`src/rtl/oam_dma_ctrl.sv`:
```
// oam_dma_ctrl: copies one 256-byte page of CPU RAM into PPU OAM.
//
// A CPU write to DMA_REG_ADDR while idle latches the source page and halts the
// CPU. After an alignment cycle the block alternates READ (RAM read strobe) and
// WRITE (OAM write strobe) 256 times, then releases the CPU.
//
// Optional build macro: OAM_DMA_ODD_CYCLE_EN
//   When defined, a free-running parity flop tracks CPU cycle parity since
//   reset. A trigger sampled on an odd cycle adds one extra ALIGN cycle.
//
// Ports
//   clk          system clock, one edge per CPU cycle
//   reset        asynchronous active-low reset
//   cpu_wr       CPU write strobe
//   cpu_addr     CPU bus address
//   cpu_data_in  CPU write data (source page number)
//   cpu_stall    CPU halt, high whenever a transfer is in progress
//   mem_addr     CPU-RAM read address, held outside READ
//   mem_rd       CPU-RAM read strobe
//   mem_data_in  CPU-RAM read data, valid the cycle after mem_rd
//   oam_dma      OAM write enable
//   oam_addr     OAM byte index, held outside WRITE
//   oam_data_in  OAM write data, held outside WRITE
module oam_dma_ctrl #(
  parameter logic [15:0] DMA_REG_ADDR = 16'h4014
) (
  input  logic        clk,
  input  logic        reset,
  input  logic        cpu_wr,
  input  logic [15:0] cpu_addr,
  input  logic [7:0]  cpu_data_in,
  output logic        cpu_stall,
  output logic [15:0] mem_addr,
  output logic        mem_rd,
  input  logic [7:0]  mem_data_in,
  output logic        oam_dma,
  output logic [7:0]  oam_addr,
  output logic [7:0]  oam_data_in
);

  typedef enum logic [1:0] {
    StIdle,
    StAlign,
    StRead,
    StWrite
  } state_e;

  state_e      state_q, state_d;
  logic [7:0]  page_q, page_d;
  logic [7:0]  idx_q, idx_d;
  logic [15:0] mem_addr_q;
  logic [7:0]  oam_addr_q;
  logic [7:0]  oam_data_q;
  logic        trigger;
  logic        align_last;

  // Trigger is only honoured in IDLE, so a write during a transfer is ignored.
  assign trigger = cpu_wr && (cpu_addr == DMA_REG_ADDR) && (state_q == StIdle);

`ifdef OAM_DMA_ODD_CYCLE_EN
  logic parity_q;
  logic extra_q, extra_d;

  // extra_q records that the trigger landed on an odd cycle; ALIGN spends one
  // cycle clearing it before moving on.
  assign align_last = ~extra_q;

  always_comb begin
    extra_d = extra_q;
    if (trigger) begin
      extra_d = parity_q;
    end else if (state_q == StAlign) begin
      extra_d = 1'b0;
    end
  end

  always_ff @(posedge clk or negedge reset) begin
    if (!reset) begin
      parity_q <= 1'b0;
      extra_q  <= 1'b0;
    end else begin
      parity_q <= ~parity_q;
      extra_q  <= extra_d;
    end
  end
`else
  assign align_last = 1'b1;
`endif

  // State register
  always_ff @(posedge clk or negedge reset) begin
    if (!reset) begin
      state_q <= StIdle;
    end else begin
      state_q <= state_d;
    end
  end

  // Next-state logic
  always_comb begin
    state_d = state_q;
    unique case (state_q)
      StIdle:  if (trigger) state_d = StAlign;
      StAlign: if (align_last) state_d = StRead;
      StRead:  state_d = StWrite;
      StWrite: state_d = (idx_q == 8'hFF) ? StIdle : StRead;
      default: state_d = StIdle;
    endcase
  end

  // Outputs; address/data buses hold their last driven value between strobes.
  always_comb begin
    cpu_stall   = (state_q != StIdle);
    mem_rd      = 1'b0;
    oam_dma     = 1'b0;
    mem_addr    = mem_addr_q;
    oam_addr    = oam_addr_q;
    oam_data_in = oam_data_q;
    unique case (state_q)
      StRead: begin
        mem_rd   = 1'b1;
        mem_addr = {page_q, idx_q};
      end
      StWrite: begin
        oam_dma     = 1'b1;
        oam_addr    = idx_q;
        oam_data_in = mem_data_in;
      end
      default: ;
    endcase
  end

  // Page / index datapath
  always_comb begin
    page_d = page_q;
    idx_d  = idx_q;
    if (trigger) begin
      page_d = cpu_data_in;
      idx_d  = 8'h00;
    end else if (state_q == StWrite) begin
      idx_d = idx_q + 8'd1;
    end
  end

  always_ff @(posedge clk or negedge reset) begin
    if (!reset) begin
      page_q     <= 8'h00;
      idx_q      <= 8'h00;
      mem_addr_q <= 16'h0000;
      oam_addr_q <= 8'h00;
      oam_data_q <= 8'h00;
    end else begin
      page_q     <= page_d;
      idx_q      <= idx_d;
      mem_addr_q <= mem_addr;
      oam_addr_q <= oam_addr;
      oam_data_q <= oam_data_in;
    end
  end

endmodule

```
`config.mk`:
```
export PLATFORM = sky130hd
export DESIGN_NAME = oam_dma_ctrl
export DESIGN_NICKNAME = d
export VERILOG_FILES = /design/src/rtl/oam_dma_ctrl.sv
export SDC_FILE = /design/constraint.sdc
export NUM_CORES = 1
export LEC_CHECK = 0
export ABC_CLOCK_PERIOD_IN_PS = 2250
export BUFFER_PORTS_ARGS = -buffer_cell sky130_fd_sc_hd__buf_2
export CORE_ASPECT_RATIO = 1.25
export CORE_MARGIN = 2
export CORE_UTILIZATION = 31
export CTS_CLUSTER_DIAMETER = 150
export DETAILED_ROUTE_END_ITERATION = 10
export PLACE_DENSITY = 0.56
export SYNTH_ARGS = -nofsm -noshare
export SYNTH_HDL_FRONTEND = slang
export SYNTH_SLANG_ARGS = --single-unit
```
`constraint.sdc`:
```
create_clock -name clk -period 2.25 [get_ports clk]
set_input_delay 0.675 -clock clk [delete_from_list [all_inputs] [get_ports clk]]
set_output_delay 0.675 -clock clk [all_outputs]
set_load 0.02 [all_outputs]
```
==> flow_metrics.py <==
metrics = {
    "status": {
        "status": "finished with violations",
        "violations": "negative setup slack",
    },
    "grt": {
        "groute.usage.overall_pct": 13.4,
        "grt_max_degree": 29,
        "grt_first_pass_wirelength_mm": 7.60,
        "overflow": 0,
        "first_global_vias": 1587,
        "antenna_found_initial": 0,
    },
    "timing": {
        "setup_viol": 7,
        "max_slew_margin_pct": 64.4,
        "drv_slew": 0,
        "final.period_utilization_pct": 100,
        "min_period_ns": 2.26,
        "fin_ws_ns": -0.0101,
        "fmax_mhz": 442,
        "tightest_slew_ns": 0.534,
        "finClkSkew_ns": 0.0117,
        "fin_hold_ws_ns": 0.338,
        "final_hold_viol_count": 0,
        "rsz0062_at_grt": "true",
    },
    "synthesis": {
        "synth_edf_count": 0,
        "synth_top_cell_area_share_pct": 61.7,
        "avgSynthCellArea_sq_um": 11.3,
        "ys_warn_count": 0,
        "synthFlopType": "dfrtp_1",
        "ys_types": 29,
        "syn_area_sq_mm": 0.00203,
        "synth.top_cells.by_area": "dfrtp_1 (62%), mux2_2 (13%), nand2_1 (10%)",
        "mappedNetlistNets": 215,
        "async_flop_share_pct": 100,
        "seq_area_frac_synth_pct": 61.7,
        "synth-seq-cells": 50,
        "yosys.area.top_type": "dfrtp_1",
        "syn_inst": 179,
    },
    "final_layout": {
        "fin_nets": 296,
        "utilization_pct": 43.4,
        "ff_latch_area_sq_mm": 0.00125,
        "final.fill_count": 630,
        "antenna_cells": 0,
        "multiInputGateArea_sq_um": 753,
        "drive_gt1_share_pct": 45.6,
        "area_growth_syn_to_layout_pct": 33.8,
    },
    "clocking": {
        "cts.path.max_buffers": 2,
        "clock-sinks": 50,
        "numCtsBuffers": 5,
        "cts_tree": "built",
        "root_buffer": "clkbuf_8",
        "clk_pin_slew_ns": 0.10,
        "clk_latency_ns": 0.31,
        "cts_hold_buf": 0,
        "htreeDepth": 2,
    },
    "floorplan": {
        "dieArea_sq_mm": 0.00721,
        "die_w_microns": 76.3,
        "start_util_pct": 32.5,
        "core_sq_mm": 0.00625,
        "die_height_microns": 94.4,
        "num_io_pins": 70,
        "rows": 32,
    },
    "detailed_routing": {
        "drt-wirelength-per-cell_microns": 12.7,
        "num_vias": 1532,
        "wirelength_mm": 4.39,
        "drt-initial-drc-count": 69,
        "viasPerCell": 4.43,
        "post-route-drc-count": 0,
        "drtAntennaViolNets": 0,
        "firstDrtPassIters": 4,
    },
    "power": {
        "powerDensity_mw_per_mm2": 1350,
        "p_leak_nw": 1.43,
        "total_power_mw": 3.66,
        "peakVddDrop_uv": 519,
    },
    "placed_design": {
        "hpwl_mm": 3.10,
        "gp_congestion": 0.720,
        "place.port_buffers": 69,
    },
    "critical_path": {
        "arrival_ns": 1.59,
        "crit_fanout": 17,
        "critPathLaunchType": "register",
        "endpoint_kind": "primary output",
        "required_ns": 1.57,
        "crit_type": "register to primary output",
    },
    "worst_hold_path": {
        "hold_class": "input port to async pin",
    },
    "job": {
        "max_cap_viol_count": 0,
    },
}
path summary, 6_finish.rpt:
kind | from | endpoint | slack, ns | cells past startpoint
max | state_q[0] | mem_addr[7] | -0.01 | 4
min | reset | mem_addr_q[1] | 0.34 | 1
max reg2reg | state_q[0] | page_q[5] | 0.46 | 5
min reg2reg | oam_data_q[4] | oam_data_q[4] | 0.47 | 2
max in group asynchronous | reset | oam_addr_q[7] | 1.37 | 2
min in group clk | oam_data_q[4] | oam_data_q[4] | 0.47 | 2
critical path, cell delays in order, from the launching register on:
cell and delay, ns:
dfrtp_1 0.44, nor2b_4 0.15, buf_12 0.16, mux2_2 0.36
buf_2 0.16
synth_stat cells, drive strengths merged (2+ instances only):
cell and instances:
buf 2, clkbuf 5, a31oi 2, nor3 5
or2 3, nand2 56, and3 2, mux2 24
nor2 7, dfrtp 50, o21ai 4, nand4 3
report_power, final:
| part | total (mW) | leakage [nW] | switching (mW) | internal [mW] |
|---|---|---|---|---|
| clock network | 0.630 | 0.0514 | 0.298 | 0.332 |
| logic | 1.67 | 0.754 | 1.02 | 0.656 |
| registers | 1.36 | 0.628 | 0.172 | 1.18 |
cell families after synthesis:
logic type / after synthesis / share of synthesized area (%)
AOI/OAI and AO/OA: 12 / 3.83
xor gates and xnor gates: 1 / 0.432
adders and majority gates: 1 / 0.617
buffers and inverters: 8 / 1.60
DFF: 50 / 61.7
muxes: 25 / 13.8
and+or+nand+nor: 82 / 18.0
cells in the final DEF, fill, tap and decap left out, drive strengths merged, types with 3 or more instances in the layout:
cell | netlist | final
buf | 2 | 81
or2 | 3 | 3
o21ai | 4 | 4
mux2 | 24 | 24
nand2 | 56 | 56
nand4 | 3 | 3
nor2 | 7 | 7
clkbuf | 5 | 6
dfrtp | 50 | 50
nor3 | 5 | 5
routing by layer:
layer / vias to the layer above / GRT usage [%] / wire length, microns
met1: 730 / 16.3 / 1940
met2: 37 / 23.3 / 2200
met4: 0 / 5.45 / 69
met3: 6 / 2.96 / 182
met5: - / 0 / 0
li1: 759 / - / -
sequential cells by signal, summed over array words and instances, names as in the netlist:
signal,flops
oam_data_q,8
oam_addr_q,8
state_q,2
idx_q,8
mem_addr_q,16
page_q,8
area by class of cell:
cell class,count,area share [%]
inverters,1,0.138
well taps,85,3.92
clock inverters,2,1.38
flip-flops and latches,50,46.1
clock buffers,6,2.68
multi-input cells,121,27.8
repair buffers,81,18.0
repair_timing:
action	in CTS	in global routing
gates resized for setup	2	6
setup buffers	2	0
endpoints found under the setup margin	20	31
endpoints found under the hold margin	0	0
through the flow:
stage / TNS [ns] / setup slack [ns] / area, sq um / std cells
2_1_floorplan: 0 / 0.0761 / 2030 / 179
3_3_place_gp: 0 / 0.165 / 2560 / 336
3_5_place_dp: 0 / 0.137 / 2560 / 336
4_1_cts: -0.123 / -0.0187 / 2690 / 346
5_1_grt: -1.77 / -0.0898 / 2710 / 346
6_report: -0.0249 / -0.0101 / 2710 / 346
No activity file was read; power rests on OpenSTA's default activity.
